## src/rtl/plab4_net_router_tdm_out_sched_if.sv

```systemverilog
// Handshake bundle between the router input queues and one output-port TDM scheduler.
// The master side owns the queue heads and downstream ready; the slave side is the scheduler.
interface plab4_net_router_tdm_out_sched_if #(
  parameter int CW = 3
);
  logic [2:0]    in_val;
  logic [2:0]    in_domain;
  logic [2:0]    in_tail;
  logic [2:0]    grants;
  logic          out_val;
  logic          out_rdy;
  logic [1:0]    xbar_sel;
  logic          out_domain;
  logic [CW-1:0] slot_cnt;

  modport master (
    output in_val, in_domain, in_tail, out_rdy,
    input  grants, out_val, xbar_sel, out_domain, slot_cnt
  );

  modport slave (
    input  in_val, in_domain, in_tail, out_rdy,
    output grants, out_val, xbar_sel, out_domain, slot_cnt
  );
endinterface

```

## src/rtl/plab4_net_router_tdm_out_sched.sv

```systemverilog
// TDM output scheduler: two security domains alternate fixed slots; each domain keeps its own
// round-robin pointer and packet lock so one domain's traffic cannot shift the other's timing.
module plab4_net_router_tdm_out_sched #(
  parameter int p_slot_len  = 8,
  parameter int p_max_flits = 4,
  localparam int CW         = $clog2(p_slot_len)
) (
  input  logic                             clk,
  input  logic                             reset,
  plab4_net_router_tdm_out_sched_if.slave  bus
);

  localparam logic [CW-1:0] SLOT_LAST  = CW'(p_slot_len - 1);
  localparam logic [CW-1:0] GUARD_LAST = CW'(p_slot_len - p_max_flits);

  logic [CW-1:0]   slot_cnt_q, slot_cnt_d;
  logic            dom_q, dom_d;
  logic [1:0][1:0] rr_ptr_q, rr_ptr_d;
  logic [1:0]      lock_v_q, lock_v_d;
  logic [1:0][1:0] lock_port_q, lock_port_d;

  logic [2:0] elig;
  logic [2:0] grant_c;
  logic [1:0] sel_c;
  logic [1:0] lock_p;
  logic [1:0] cand;
  logic       found;
  logic       xfer;

  function automatic logic [1:0] wrap3(input logic [2:0] v);
    return (v >= 3'd3) ? 2'(v - 3'd3) : v[1:0];
  endfunction

  assign elig   = bus.in_val & (dom_q ? bus.in_domain : ~bus.in_domain);
  assign lock_p = lock_port_q[dom_q];

  // Grant is combinational; a held lock bypasses the guard band so a suspended packet resumes at cnt 0.
  always_comb begin
    grant_c = '0;
    sel_c   = '0;
    found   = 1'b0;
    cand    = '0;
    if (reset) begin
      if (lock_v_q[dom_q]) begin
        if (elig[lock_p]) begin
          grant_c[lock_p] = 1'b1;
          sel_c           = lock_p;
        end
      end else if (slot_cnt_q <= GUARD_LAST) begin
        for (int k = 0; k < 3; k++) begin
          cand = wrap3({1'b0, rr_ptr_q[dom_q]} + 3'(k));
          if (!found && elig[cand]) begin
            found         = 1'b1;
            grant_c[cand] = 1'b1;
            sel_c         = cand;
          end
        end
      end
    end
  end

  assign xfer = (|grant_c) & bus.out_rdy;

  always_comb begin
    slot_cnt_d  = (slot_cnt_q == SLOT_LAST) ? '0 : slot_cnt_q + 1'b1;
    dom_d       = (slot_cnt_q == SLOT_LAST) ? ~dom_q : dom_q;
    rr_ptr_d    = rr_ptr_q;
    lock_v_d    = lock_v_q;
    lock_port_d = lock_port_q;
    if (xfer) begin
      if (bus.in_tail[sel_c]) begin
        lock_v_d[dom_q] = 1'b0;
        rr_ptr_d[dom_q] = wrap3({1'b0, sel_c} + 3'd1);
      end else begin
        lock_v_d[dom_q]    = 1'b1;
        lock_port_d[dom_q] = sel_c;
      end
    end
  end

  always_ff @(posedge clk or negedge reset) begin
    if (!reset) begin
      slot_cnt_q  <= '0;
      dom_q       <= 1'b0;
      rr_ptr_q    <= '0;
      lock_v_q    <= '0;
      lock_port_q <= '0;
    end else begin
      slot_cnt_q  <= slot_cnt_d;
      dom_q       <= dom_d;
      rr_ptr_q    <= rr_ptr_d;
      lock_v_q    <= lock_v_d;
      lock_port_q <= lock_port_d;
    end
  end

  assign bus.grants     = grant_c;
  assign bus.out_val    = |grant_c;
  assign bus.xbar_sel   = sel_c;
  assign bus.out_domain = dom_q;
  assign bus.slot_cnt   = slot_cnt_q;

endmodule

```

## src/flat_wrapper.sv

```systemverilog
// flat-port wrapper written by rule: the top's interface ports become plain ports
module plab4_net_router_tdm_out_sched_flat 
#(
  parameter int p_slot_len  = 8,
  parameter int p_max_flits = 4,
  localparam int CW         = $clog2(p_slot_len)
)
  (clk, reset, bus_in_val, bus_in_domain, bus_in_tail, bus_out_rdy, bus_grants, bus_out_val, bus_xbar_sel, bus_out_domain, bus_slot_cnt);
  plab4_net_router_tdm_out_sched_if #(.CW(3)) bus_i ();
  input  logic clk;
  input  logic reset;
  input wire logic [$bits(bus_i.in_val)-1:0] bus_in_val;
  input wire logic [$bits(bus_i.in_domain)-1:0] bus_in_domain;
  input wire logic [$bits(bus_i.in_tail)-1:0] bus_in_tail;
  input wire logic [$bits(bus_i.out_rdy)-1:0] bus_out_rdy;
  output wire logic [$bits(bus_i.grants)-1:0] bus_grants;
  output wire logic [$bits(bus_i.out_val)-1:0] bus_out_val;
  output wire logic [$bits(bus_i.xbar_sel)-1:0] bus_xbar_sel;
  output wire logic [$bits(bus_i.out_domain)-1:0] bus_out_domain;
  output wire logic [$bits(bus_i.slot_cnt)-1:0] bus_slot_cnt;
  assign bus_i.in_val = bus_in_val;
  assign bus_i.in_domain = bus_in_domain;
  assign bus_i.in_tail = bus_in_tail;
  assign bus_i.out_rdy = bus_out_rdy;
  assign bus_grants = bus_i.grants;
  assign bus_out_val = bus_i.out_val;
  assign bus_xbar_sel = bus_i.xbar_sel;
  assign bus_out_domain = bus_i.out_domain;
  assign bus_slot_cnt = bus_i.slot_cnt;
  plab4_net_router_tdm_out_sched #(.p_slot_len(p_slot_len), .p_max_flits(p_max_flits)) u_core (.clk(clk), .reset(reset), .bus(bus_i));
endmodule
```

## config.mk

```make
export PLATFORM = sky130hd
export DESIGN_NAME = plab4_net_router_tdm_out_sched_flat
export DESIGN_NICKNAME = d
export VERILOG_FILES = /design/src/rtl/plab4_net_router_tdm_out_sched_if.sv /design/src/rtl/plab4_net_router_tdm_out_sched.sv /design/src/flat_wrapper.sv
export SDC_FILE = /design/constraint.sdc
export NUM_CORES = 1
export LEC_CHECK = 0
export CORE_MARGIN = 3
export CORE_UTILIZATION = 40
export DETAILED_ROUTE_END_ITERATION = 6
export PLACE_DENSITY = 0.67
export SKIP_CTS_REPAIR_TIMING = 1
export SLEW_MARGIN = 25
export SYNTH_ARGS = -nofsm -noshare
export SYNTH_HDL_FRONTEND = slang
export SYNTH_SLANG_ARGS = --single-unit
```

## constraint.sdc

```tcl
create_clock -name clk -period 6.6 [get_ports clk]
set_clock_uncertainty 0.1 [all_clocks]
set_input_delay 0.66 -clock clk [delete_from_list [all_inputs] [get_ports clk]]
set_output_delay 0.66 -clock clk [all_outputs]
set_load 0.02 [all_outputs]
```

# Word-level counts from Yosys, hierarchy flattened
# Index checks and enable logic that the tools add are counted.
# W data, S select, Z words.
# totals
ff_bits	14
latchBits	0
ram_bits	0
rom_bits	0
input_bits	12
out_inout_bits	10
memories	0
# classes
addsub	8
n_mul	0
div_mod_pow	0
n_lt_le_gt_ge	16
eq_ne	1
shifts	0
n_mux	65
n_bitwise	10
reduce_logical	12
# ops
cell	count
$mux W3	15
$mux W2	17
$mux W1	20
$lt A2 B3 Y1 const B	5
$bmux W1 S2	5
$ge A3 B2 Y1 const B	3
$bwmux W4	2
$demux W1 S2	4
$ge A2 B1 Y1 const B	4
$sub A2 B2 Y2 const B	4
$logic_and A1 B1 Y1	7
$add A2 B1 Y3 const B	2
$or A3 B3 Y3	2
$reduce_and A2 Y1	2
$add A2 B2 Y3 const B	1
$add A3 B1 Y3 const B	1
$and A3 B3 Y3	1
$eq A3 B3 Y1 const B	1
$le A3 B3 Y1 const B	1
$not A3 Y3	1
$reduce_or A3 Y1	1
$and A2 B2 Y2	1
$demux W2 S1	1
$ge A2 B2 Y1 const B	1
8 further kinds	10

# Logic depth before layout (Yosys ltp)
# Gate-level depths: netlist (run 1).
# depth
ltp_word	26
mapped_depth	15

# Least setup slack after synthesis (run 1)
# Ideal clock, no wire load.
# synth_timing
path_kind	register to output
from	register u_core.dom_q (netlist: u_core.bus.out_domain)
to	output bus_out_val
arrival_time_ps	3115
required_time_ps	5840
path_slack_ps	2725
path_stages_with_launch	13
cell_sequence	dfrtp_1 > buf_6 > buf_6 > mux2i_1 > inv_1 > ha_1 > clkbuf_1 > o32ai_1 > nand4b_1 > a311oi_1 > or3_1 > or3_1 > buf_6
# synth_between
elab_chain_len	23
# synth_lines
item	line_no	source
start, declared	plab4_net_router_tdm_out_sched.sv:17	logic dom_q, dom_d;
start signal, assigned	plab4_net_router_tdm_out_sched.sv:90	dom_q <= dom_d;
$mux W2 (not written as such) (2 in a row)	plab4_net_router_tdm_out_sched.sv:51	cand = wrap3({1'b0, rr_ptr_q[dom_q]} + 3'(k));
$sub A2 B2 Y2 / $ge A2 B2 Y1 (equally long branches)	plab4_net_router_tdm_out_sched.sv:31	return (v >= 3'd3) ? 2'(v - 3'd3) : v[1:0];
$mux W2	plab4_net_router_tdm_out_sched.sv:31	
$lt A2 B3 Y1 (not written as such) (tied with other cells)	plab4_net_router_tdm_out_sched.sv:54	grant_c[cand] = 1'b1;
$logic_and A1 B1 Y1 (not written as such) / $mux W1 (equally long branches)	plab4_net_router_tdm_out_sched.sv:54, plab4_net_router_tdm_out_sched.sv:52	
$mux W1, on equally long branches	plab4_net_router_tdm_out_sched.sv:54, plab4_net_router_tdm_out_sched.sv:52	
$demux W1 S2 / $mux W1 (equally long branches)	--	
$mux W3 / $mux W1 (equally long branches)	plab4_net_router_tdm_out_sched.sv:52, plab4_net_router_tdm_out_sched.sv:44	
[... 7 more ...]	--	
$mux W3 / $logic_not A1 Y1 (equally long branches)	plab4_net_router_tdm_out_sched.sv:43, plab4_net_router_tdm_out_sched.sv:52	
$or A3 B3 Y3 (no source line) / $logic_and A1 B1 Y1 (equally long branches)	--	
$mux W3	plab4_net_router_tdm_out_sched.sv:52	if (!found && elig[cand]) begin
$mux W3	plab4_net_router_tdm_out_sched.sv:49	end else if (slot_cnt_q <= GUARD_LAST) begin
$mux W3 (*)	plab4_net_router_tdm_out_sched.sv:44	if (lock_v_q[dom_q]) begin
$mux W3 (*)	plab4_net_router_tdm_out_sched.sv:43	if (reset) begin
named net bus_grants[0]	flat_wrapper.sv:16	output wire logic [$bits(bus_i.grants)-1:0] bus_grants;
$reduce_or A3 Y1 (*)	plab4_net_router_tdm_out_sched.sv:98	assign bus.out_val = |grant_c;
end, declared	flat_wrapper.sv:17	output wire logic [$bits(bus_i.out_val)-1:0] bus_out_val;
# The timed path passes the listed nets; every way through them passes the cells marked *. The select of a mux whose other input is x is not followed.

# Worst setup path in the final report (run 1)
# layout_timing
from	register u_core.dom_q (netlist: u_core.bus.out_domain)
to	output bus_out_val
# layout_between
elab_chain_len	23
# layout_lines
item	line_no
$mux W2 (not written as such) (2 in a row)	plab4_net_router_tdm_out_sched.sv:51
$sub A2 B2 Y2 / $ge A2 B2 Y1 (equally long branches)	plab4_net_router_tdm_out_sched.sv:31
$mux W2	plab4_net_router_tdm_out_sched.sv:31
$lt A2 B3 Y1 (not written as such) (tied with other cells)	plab4_net_router_tdm_out_sched.sv:54
$logic_and A1 B1 Y1 (not written as such) / $mux W1 (equally long branches)	plab4_net_router_tdm_out_sched.sv:54, plab4_net_router_tdm_out_sched.sv:52
$mux W1, on equally long branches	plab4_net_router_tdm_out_sched.sv:54, plab4_net_router_tdm_out_sched.sv:52
$demux W1 S2 / $mux W1 (equally long branches)	--
$mux W3 / $mux W1 (equally long branches)	plab4_net_router_tdm_out_sched.sv:52, plab4_net_router_tdm_out_sched.sv:44
[... 6 more ...]	--
$mux W3 / $mux W1 (equally long branches)	plab4_net_router_tdm_out_sched.sv:44, plab4_net_router_tdm_out_sched.sv:43
$mux W3 / $logic_not A1 Y1 (equally long branches)	plab4_net_router_tdm_out_sched.sv:43, plab4_net_router_tdm_out_sched.sv:52
$or A3 B3 Y3 (no source line) / $logic_and A1 B1 Y1 (equally long branches)	--
$mux W3	plab4_net_router_tdm_out_sched.sv:52
$mux W3	plab4_net_router_tdm_out_sched.sv:49
$mux W3 (*)	plab4_net_router_tdm_out_sched.sv:44
$mux W3 (*)	plab4_net_router_tdm_out_sched.sv:43
$reduce_or A3 Y1 (*)	plab4_net_router_tdm_out_sched.sv:98
# Mark *: on every way between the ends. The rest lies on a longest branch, timed or not. The select of a mux whose other input is x is not followed.

==> results.sh, run 1 <==
export IMPL_async_reset_ff_share_pct=100
export IMPL_floorplan_die_area_um2=4150
export IMPL_final_antenna_net_count=0
export IMPL_gpl_final_weighted_congestion=0.916
export IMPL_dieWidth_um=64.4
export IMPL_grt_util_met2_pct=27.2
export IMPL_cap_violations=0
export IMPL_vias_in_the_first_global_route=1141
export IMPL_final_cell_area_um2=1630
export IMPL_drt_iter0_markers=77
export IMPL_critical_path_required_ns=5.84
export IMPL_placement_cell_area_um2=1590
export IMPL_gr_usage_all_layers_pct=16.0
export IMPL_layer_with_the_highest_usage="met2"
export IMPL_vias=1144
export IMPL_worstSetupEndpointType="primary output"
export IMPL_io_buffer_count=21
export IMPL_max_stage_delay_ns=0.67
export IMPL_synth_ff_type="dfrtp_1"
export IMPL_effective_utilization_at_floorplan_pct=43.3
export IMPL_detailed_place_hpwl_um=2360
export IMPL_setup_tns_final_ns=0
export IMPL_clock_tree_root_cell="clkbuf_4"
export IMPL_synth_top_area_cell="dfrtp_1"
export IMPL_postSynthRegisterBits=14
export IMPL_yosysSeqAreaShare_pct=25.7
export IMPL_cts_htree_levels=1
export IMPL_p_per_area_nw_per_um2=247
export IMPL_worstPathMaxFanout=16
export IMPL_layout_cells_most_common="clkdlybuf4s50_1"
export IMPL_crit_path_top_delay_cell="dfrtp_1"
export IMPL_dieHeight_um=64.4
export IMPL_hold_path_class="register to register"
export IMPL_worst_slew_pin_transition_ns=0.787
export IMPL_final_core_utilization_pct=51.7
export IMPL_core_area_um2=3150
export IMPL_most_common_layout_cells="clkdlybuf4s50_1, dfrtp_1, nand2_1, inv_1, ha_1"
export IMPL_io_pins=22
export IMPL_critical_path_class="register to primary output"
export IMPL_synth_enable_flop_cells=0
export IMPL_setup_repair_after_global_routing_missed_its_margin="false"
export IMPL_crit_path_cell_trace="buf_4 > mux2i_1 > ha_1 > nand3b_1 > a211oi_1 > o221ai_1 > a31oi_1 > or3_1 > or3_1 > clkdlybuf4s50_1"
export IMPL_final_hold_violations=0
export IMPL_final_period_utilization_pct=76.3
export IMPL_routed_wire_length_per_instance_um=15.4
export IMPL_post_synth_main_area_contributors="dfrtp_1, ha_1, mux2_1"
export IMPL_p_total_mw=0.403
export IMPL_syn_area_um2=1370
export IMPL_n_antenna_cell=0
export IMPL_dr_pass1_iters=4
export IMPL_nets=177
export IMPL_synth_top_area_share_pct=25.7
export IMPL_overflow_after_grt=0
export IMPL_cp_arrival_ns=4.28
export IMPL_grt_start_max_net_pins=21
export IMPL_run_status="completed"
export IMPL_grt_antenna_before_repair=0
export IMPL_cts_reportedPaths_clkPinSlew_ns=0.08
export IMPL_route_detailed_vias_per_inst=5.72
export IMPL_layout_area_overhead_vs_synth_pct=19.3
export IMPL_fin_hold_ws_ns=0.387
export IMPL_slew_viol_final=0
export IMPL_tritoncts="done"
export IMPL_slew_headroom_pct=47.4
export IMPL_grt_use_met1_pct=21.5
export IMPL_totalWireLength_um=3090
export IMPL_tritoncts_num_buffers=3
export IMPL_placementRows=20
export IMPL_worst_setup_path_start_kind="register"
export IMPL_globalRouteMet3Util_pct=2.25
export IMPL_final_setup_viol_count=0
export IMPL_synth_nets=156
export IMPL_ys_warns=0
export IMPL_p_leak_nw=0.695
export IMPL_crit_path_frequent_cell="or3_1"
export IMPL_post_route_cells_drive_above_1_share_pct=15.4
export IMPL_max_freq_ghz=0.199
export IMPL_postSynthAreaPerCell_um2=10.0
export IMPL_worstSkewPairLatency_ns=0.28
export IMPL_clock_path_buffers=2
export IMPL_mapped_cells=136
export IMPL_worst_ir_drop_vdd_mv=0.153
export IMPL_cts_sinks=14
export IMPL_drcViolationCount=0
export IMPL_synthDistinctLibCells=55
export IMPL_grt_pass1_wl_um=5340
export IMPL_period_needed_ns=5.04
final cells by class:
cell class,count,area [µm²]
clock buffers,4,36.3
multi-input cells,106,932
flip-flops and latches,14,350
fillers,312,1520
inverters,10,37.5
well taps,44,55.1
repair buffers,22,218
where the power goes:
| group | internal, mW | switching, mW | total (mW) |
|---|---|---|---|
| clock | 0.0336 | 0.0279 | 0.0615 |
| combinational | 0.0973 | 0.130 | 0.227 |
| sequential | 0.103 | 0.0116 | 0.115 |
layer usage:
layer  wire length, µm  vias to the layer above
met3               178                        6
met4                65                        0
met1              1360                      545
met5                 0                        -
met2              1480                       47
li1                  -                      546
synthesized netlist by cell type (2+ instances only):
library cell and count:
xor2_1 3, ha_1 8, o221ai_1 2, nand3b_1 2, nand3_1 3, buf_6 3
mux2_2 5, a31oi_1 2, o2111ai_1 2, nor2b_1 3, a211oi_1 4, nor4_1 2
nand2_1 13, mux2_1 6, or3_1 2, nand4b_1 2, nor2_1 6, inv_1 10
clkbuf_1 3, dfrtp_1 14, nand2b_1 3, and3_1 2, nor4b_1 2, mux2i_1 3
worst max-delay path, delay by kind of cell (launching register included):
kind                     cells  cell delay [ns]
AND/OR/NAND/NOR              3             1.15
adder cells (fa/ha/maj)      1             0.55
AO/OA/AOI/OAI                3             0.35
buffers and inverters        2             0.93
flip-flops                   1             0.67
multiplexers                 1             0.32
path summary, 6_finish.rpt:
path	start	to	slack [ns]	cells after the start
max	u_core.bus.out_domain	bus_out_val	1.56	10
min	u_core.bus.slot_cnt[0]	u_core.bus.slot_cnt[0]	0.39	1
max reg2reg	u_core.bus.out_domain	u_core.rr_ptr_q[1]	2.47	11
min reg2reg	u_core.bus.slot_cnt[0]	u_core.bus.slot_cnt[0]	0.39	1
max in group asynchronous	reset	u_core.rr_ptr_q[2]	5.18	1
min in group asynchronous	reset	u_core.lock_port_q[0]	0.73	1
cells by family after synthesis:
kind of cell             Yosys count  share of synthesized area (%)
multiplexers                      17                           15.0
buffers and inverters             16                           6.05
AND/OR/NAND/NOR                   49                           24.2
flip-flops                        14                           25.7
AO/OA/AOI/OAI                     25                           15.2
adder cells (fa/ha/maj)            9                           8.07
XOR/XNOR                           6                           5.78
per-stage QoR:
stage               std cells  setup slack (ns)
global placement          196              1.95
global route              200              1.28
floorplan                 136              2.73
finish                    200              1.56
detailed placement        196              1.88
CTS                       200              1.55
Note: power is estimated with default switching activity, not from simulation.
==> run 2: changes to the inputs <==
==> constraint.sdc (replaced) <==
create_clock -name clk -period 4.9 [get_ports clk]
set_clock_uncertainty 0.1 [all_clocks]
set_input_delay 0.49 -clock clk [delete_from_list [all_inputs] [get_ports clk]]
set_output_delay 0.49 -clock clk [all_outputs]
set_load 0.02 [all_outputs]
==> run 2 against run 1 <==
  * Final cell count up 1.0%
  * Via count down 2.4%
  * Worst hold slack better by 0.0020 ns
  * Routed wire length up 0.62%
  * Utilization up 0.48 points
  * First-iteration DRC count up 52%
  * Largest power group unchanged
  * Register-to-register slack worse by 1.3 ns
  * Worst setup slack worse by 1.2 ns
==> results.sh, run 2 (same netlist as run 1, synthesis figures left out) <==
export IMPL_run_status="completed"
export IMPL_n_antenna_cell=0
export IMPL_min_path_cells=1
export IMPL_gpl_final_weighted_congestion=0.874
export IMPL_final_cell_area_um2=1640
export IMPL_post_route_cells_drive_above_1_share_pct=16.5
export IMPL_grt_antenna_before_repair=0
export IMPL_tritoncts_num_buffers=3
export IMPL_vias=1117
export IMPL_worst_ir_drop_vdd_mv=0.203
export IMPL_worst_slew_pin_transition_ns=0.542
export IMPL_setup_repair_after_global_routing_missed_its_margin="false"
export IMPL_max_freq_ghz=0.222
export IMPL_worst_setup_path_start_kind="register"
export IMPL_worstSetupEndpointType="primary output"
export IMPL_floorplan_die_area_um2=4150
export IMPL_effective_utilization_at_floorplan_pct=43.3
export IMPL_setup_tns_final_ns=0
export IMPL_drt_iter0_markers=117
export IMPL_nets=179
export IMPL_footprint_of_the_multi_input_gates_um2=932
export IMPL_cts_sinks=14
export IMPL_layout_area_overhead_vs_synth_pct=20.4
export IMPL_cts_reportedPaths_clkPinSlew_ns=0.08
export IMPL_critical_path_endpoint="bus_out_val"
export IMPL_dieHeight_um=64.4
export IMPL_core_area_um2=3150
export IMPL_regToRegEndpoint="u_core.lock_port_q[2]"
export IMPL_final_period_utilization_pct=92.0
export IMPL_cp_arrival_ns=3.92
export IMPL_placement_cell_area_um2=1610
export IMPL_drcViolationCount=0
export IMPL_hold_path_class="register to register"
export IMPL_slew_headroom_pct=63.9
export IMPL_overflow_after_grt=0
export IMPL_critical_path_required_ns=4.31
export IMPL_critical_path_class="register to primary output"
export IMPL_dieWidth_um=64.4
export IMPL_cap_violations=0
export IMPL_tritoncts="done"
export IMPL_p_leak_nw=0.706
export IMPL_detailed_place_hpwl_um=2460
export IMPL_vias_in_the_first_global_route=1116
export IMPL_most_common_layout_cells="clkdlybuf4s50_1, dfrtp_1, nand2_1, inv_1, ha_1"
export IMPL_cts_htree_levels=1
export IMPL_grt_pass1_wl_um=5310
export IMPL_totalWireLength_um=3110
export IMPL_reg2reg_setup_slack_ns=1.14
export IMPL_regArea_um2=350
export IMPL_final_setup_viol_count=0
export IMPL_p_per_area_nw_per_um2=329
export IMPL_slew_viol_final=0
export IMPL_reg2regPathDepth=10
export IMPL_worstPathMaxFanout=14
export IMPL_io_buffer_count=21
export IMPL_final_antenna_net_count=0
export IMPL_clock_path_buffers=2
export IMPL_r2r_start="u_core.bus.out_domain"
export IMPL_n_fill_cell=312
export IMPL_period_needed_ns=4.51
export IMPL_io_pins=22
export IMPL_routed_wire_length_per_instance_um=15.4
export IMPL_final_hold_violations=0
export IMPL_dr_pass1_iters=4
export IMPL_worst_setup_path_startpoint="u_core.bus.out_domain"
export IMPL_grt_start_max_net_pins=21
export IMPL_placementRows=20
export IMPL_route_detailed_vias_per_inst=5.53
export IMPL_gr_usage_all_layers_pct=16.2
export IMPL_worstSkewPairLatency_ns=0.29
export IMPL_clock_tree_root_cell="clkbuf_4"
export IMPL_layout_cells_most_common="clkdlybuf4s50_1"
-- run 2: cell count changes in the layout (fill, tap and decap cells not counted) --
cell   before  now
buf_4       1    3
-- run 2: stage by stage --
stage	power, mW	cells	worst slack (ns)	utilization (%)	hold slack, ns
floorplan	0.383	136	1.15	-	0.0944
CTS	0.543	202	0.416	52.1	0.395
detailed placement	0.456	198	0.771	51.0	0.375
finish	0.540	202	0.393	52.1	0.389
global placement	0.453	198	0.846	51.0	0.372
global route	0.581	202	0.164	52.1	0.421
-- run 2: per-layer routing --
layer	track usage [%]	vias up	wire length, µm
met5	0	-	0
met4	7.39	0	38
met3	2.43	4	145
met2	27.2	27	1520
met1	20.6	534	1400
li1	-	552	-
-- run 2: report_power, final --
group	switching, mW	internal, mW	leakage [nW]	total, mW
clock	0.0395	0.0453	0.0210	0.0848
combinational	0.171	0.131	0.504	0.302
sequential	0.0148	0.139	0.180	0.153
total	0.225	0.315	0.706	0.540
-- run 2: critical path: stages (launching register included) --
cell             delay, ns
dfrtp_1               0.48
mux2i_1               0.36
ha_1                  0.51
nand2b_1              0.20
nor2_1                0.07
o311ai_2              0.31
a31oi_1               0.13
or3_1                 0.39
or3_1                 0.57
clkdlybuf4s50_1       0.62
-- run 2: area by class of cell --
type | count | share of cell area (%)
Clock buffer | 4 | 2.21
Multi-Input combinational cell | 106 | 56.7
Inverter | 10 | 2.28
Sequential cell | 14 | 21.3
Timing Repair Buffer | 24 | 14.2
Tap cell | 44 | 3.35
-- run 2: how the worst min path moves through the flow --
stage	endpoint	slack, ns	from
floorplan	asynchronous set/reset pin	0.09	reset
global placement	u_core.lock_port_q[2]	0.37	u_core.lock_port_q[2]
detailed placement	u_core.lock_port_q[3]	0.38	u_core.lock_port_q[3]
CTS	u_core.lock_port_q[3]	0.39	u_core.lock_port_q[3]
global route	u_core.lock_port_q[3]	0.42	u_core.lock_port_q[3]
finish	u_core.lock_port_q[3]	0.39	u_core.lock_port_q[3]
==> run 3: changes to the inputs <==
--- a/config.mk
+++ b/config.mk
@@ -9,6 +9,7 @@
 export CORE_UTILIZATION = 40
 export DETAILED_ROUTE_END_ITERATION = 6
 export PLACE_DENSITY = 0.67
+export REMOVE_ABC_BUFFERS = 1
 export SKIP_CTS_REPAIR_TIMING = 1
 export SLEW_MARGIN = 25
 export SYNTH_ARGS = -nofsm -noshare
==> run 3 against run 2 <==
  * Routed wire length is 3.4% lower
  * Combinational power about the same
  * Global-route usage shrank 0.50 points
  * First-iteration DRC count is 56% lower
  * Sequential power hardly changed
  * Clock-buffer cell count is the same
  * Clock power decreased by 2%
  * Total power shrank 0.46%
  * Non-clock buffer count fell by 1
==> results.sh, run 3 (same netlist as run 1, synthesis figures left out) <==
export IMPL_gpl_final_weighted_congestion=0.876
export IMPL_dr_pass1_iters=4
export IMPL_final_antenna_net_count=0
export IMPL_final_core_utilization_pct=51.9
export IMPL_worst_setup_path_start_kind="register"
export IMPL_period_needed_ns=4.37
export IMPL_cp_arrival_ns=3.78
export IMPL_io_pins=22
export IMPL_most_common_layout_cells="clkdlybuf4s50_1, dfrtp_1, nand2_1, inv_1, ha_1"
export IMPL_worst_ir_drop_vdd_mv=0.198
export IMPL_tritoncts="done"
export IMPL_n_fill_cell=302
export IMPL_fin_cells=201
export IMPL_p_leak_nw=0.700
export IMPL_hold_path_class="register to register"
export IMPL_drcViolationCount=0
export IMPL_vias_in_the_first_global_route=1071
export IMPL_grt_start_max_net_pins=21
export IMPL_setup_repair_after_global_routing_missed_its_margin="false"
export IMPL_worstPathMaxFanout=13
export IMPL_fin_hold_ws_ns=0.401
export IMPL_clock_path_buffers=2
export IMPL_routed_wire_length_per_instance_um=14.9
export IMPL_placement_cell_area_um2=1600
export IMPL_worstSetupEndpointType="primary output"
export IMPL_overflow_after_grt=0
export IMPL_clock_tree_root_cell="clkbuf_4"
export IMPL_worstSkewPairLatency_ns=0.28
export IMPL_critical_path_required_ns=4.31
export IMPL_reg2reg_setup_slack_ns=1.35
export IMPL_layout_area_overhead_vs_synth_pct=19.9
export IMPL_dieHeight_um=64.4
export IMPL_final_cell_area_um2=1640
export IMPL_effective_utilization_at_floorplan_pct=43.3
export IMPL_slew_headroom_pct=64.2
export IMPL_post_route_cells_drive_above_1_share_pct=15.9
export IMPL_placementRows=20
export IMPL_route_detailed_vias_per_inst=5.58
export IMPL_slew_viol_final=0
export IMPL_layout_cells_most_common="clkdlybuf4s50_1"
export IMPL_max_stage_delay_ns=0.69
export IMPL_drt_iter0_markers=52
export IMPL_max_freq_ghz=0.229
export IMPL_n_antenna_cell=0
export IMPL_crit_path_cell_trace="mux2i_1 > inv_1 > ha_1 > nand3b_1 > a211oi_1 > o22ai_1 > a21boi_0 > o41a_1 > or3_1 > clkdlybuf4s50_1"
export IMPL_final_hold_violations=0
export IMPL_tritoncts_num_buffers=3
export IMPL_dieWidth_um=64.4
export IMPL_io_buffer_count=21
export IMPL_p_per_area_nw_per_um2=329
export IMPL_crit_path_top_delay_cell="clkdlybuf4s50_1"
export IMPL_run_status="completed"
export IMPL_detailed_place_hpwl_um=2360
export IMPL_floorplan_die_area_um2=4150
export IMPL_cts_sinks=14
export IMPL_numPlacedInstances=197
export IMPL_nets=178
export IMPL_cap_violations=0
export IMPL_worst_slew_pin_transition_ns=0.537
export IMPL_cts_reportedPaths_clkPinSlew_ns=0.09
export IMPL_setup_tns_final_ns=0
export IMPL_grt_antenna_before_repair=0
export IMPL_vias=1122
export IMPL_gr_usage_all_layers_pct=15.7
export IMPL_final_period_utilization_pct=89.2
export IMPL_core_area_um2=3150
export IMPL_cts_htree_levels=1
export IMPL_final_setup_viol_count=0
export IMPL_grt_pass1_wl_um=5230
export IMPL_critical_path_class="register to primary output"
export IMPL_totalWireLength_um=3000
[run 3: final timing paths]
path                                        start                         end  depth (start not counted)
min reg2reg                u_core.bus.slot_cnt[0]      u_core.bus.slot_cnt[0]                          1
min in group asynchronous                   reset  asynchronous set/reset pin                          2
max in group asynchronous                   reset  asynchronous set/reset pin                          2
max reg2reg                 u_core.bus.out_domain          u_core.rr_ptr_q[0]                         11
min                        u_core.bus.slot_cnt[0]      u_core.bus.slot_cnt[0]                          1
max                         u_core.bus.out_domain                 bus_out_val                         10
[run 3: power by group]
part | switching [mW] | internal [mW]
registers | 0.0145 | 0.139
clock network | 0.0377 | 0.0452
logic | 0.170 | 0.131
[run 3: cell type report]
| class | count | area, µm² | share of cell area [%] |
|---|---|---|---|
| inverter | 10 | 37.5 | 2.29 |
| sequential | 14 | 350 | 21.4 |
| timing repair buffer | 23 | 225 | 13.8 |
| multi-input combinational | 106 | 932 | 57.0 |
| tap | 44 | 55.1 | 3.36 |
| clock buffer | 4 | 36.3 | 2.22 |
[run 3: worst max-delay path, delay by kind of cell, from the launching register on]
family | cells | cell delay, ns
mux | 1 | 0.30
compound gates | 4 | 0.96
fa+ha+maj | 1 | 0.45
buf+inv | 2 | 0.79
flops | 1 | 0.40
simple gates | 2 | 0.61
[run 3: metrics by stage]
stage               total power, mW  setup WS, ns
floorplan                     0.368         0.718
global route                  0.576         0.272
finish                        0.538         0.531
detailed placement            0.456         0.862
CTS                           0.540         0.530
global placement              0.455         0.882
[run 3: per-layer routing]
| layer | GRT usage (%) | part of all wire (%) |
|---|---|---|
| met1 | 21.7 | 46 |
| met2 | 25.6 | 48 |
| met3 | 2.08 | 4.0 |
| met4 | 4.75 | 1.6 |
| met5 | 0 | 0 |
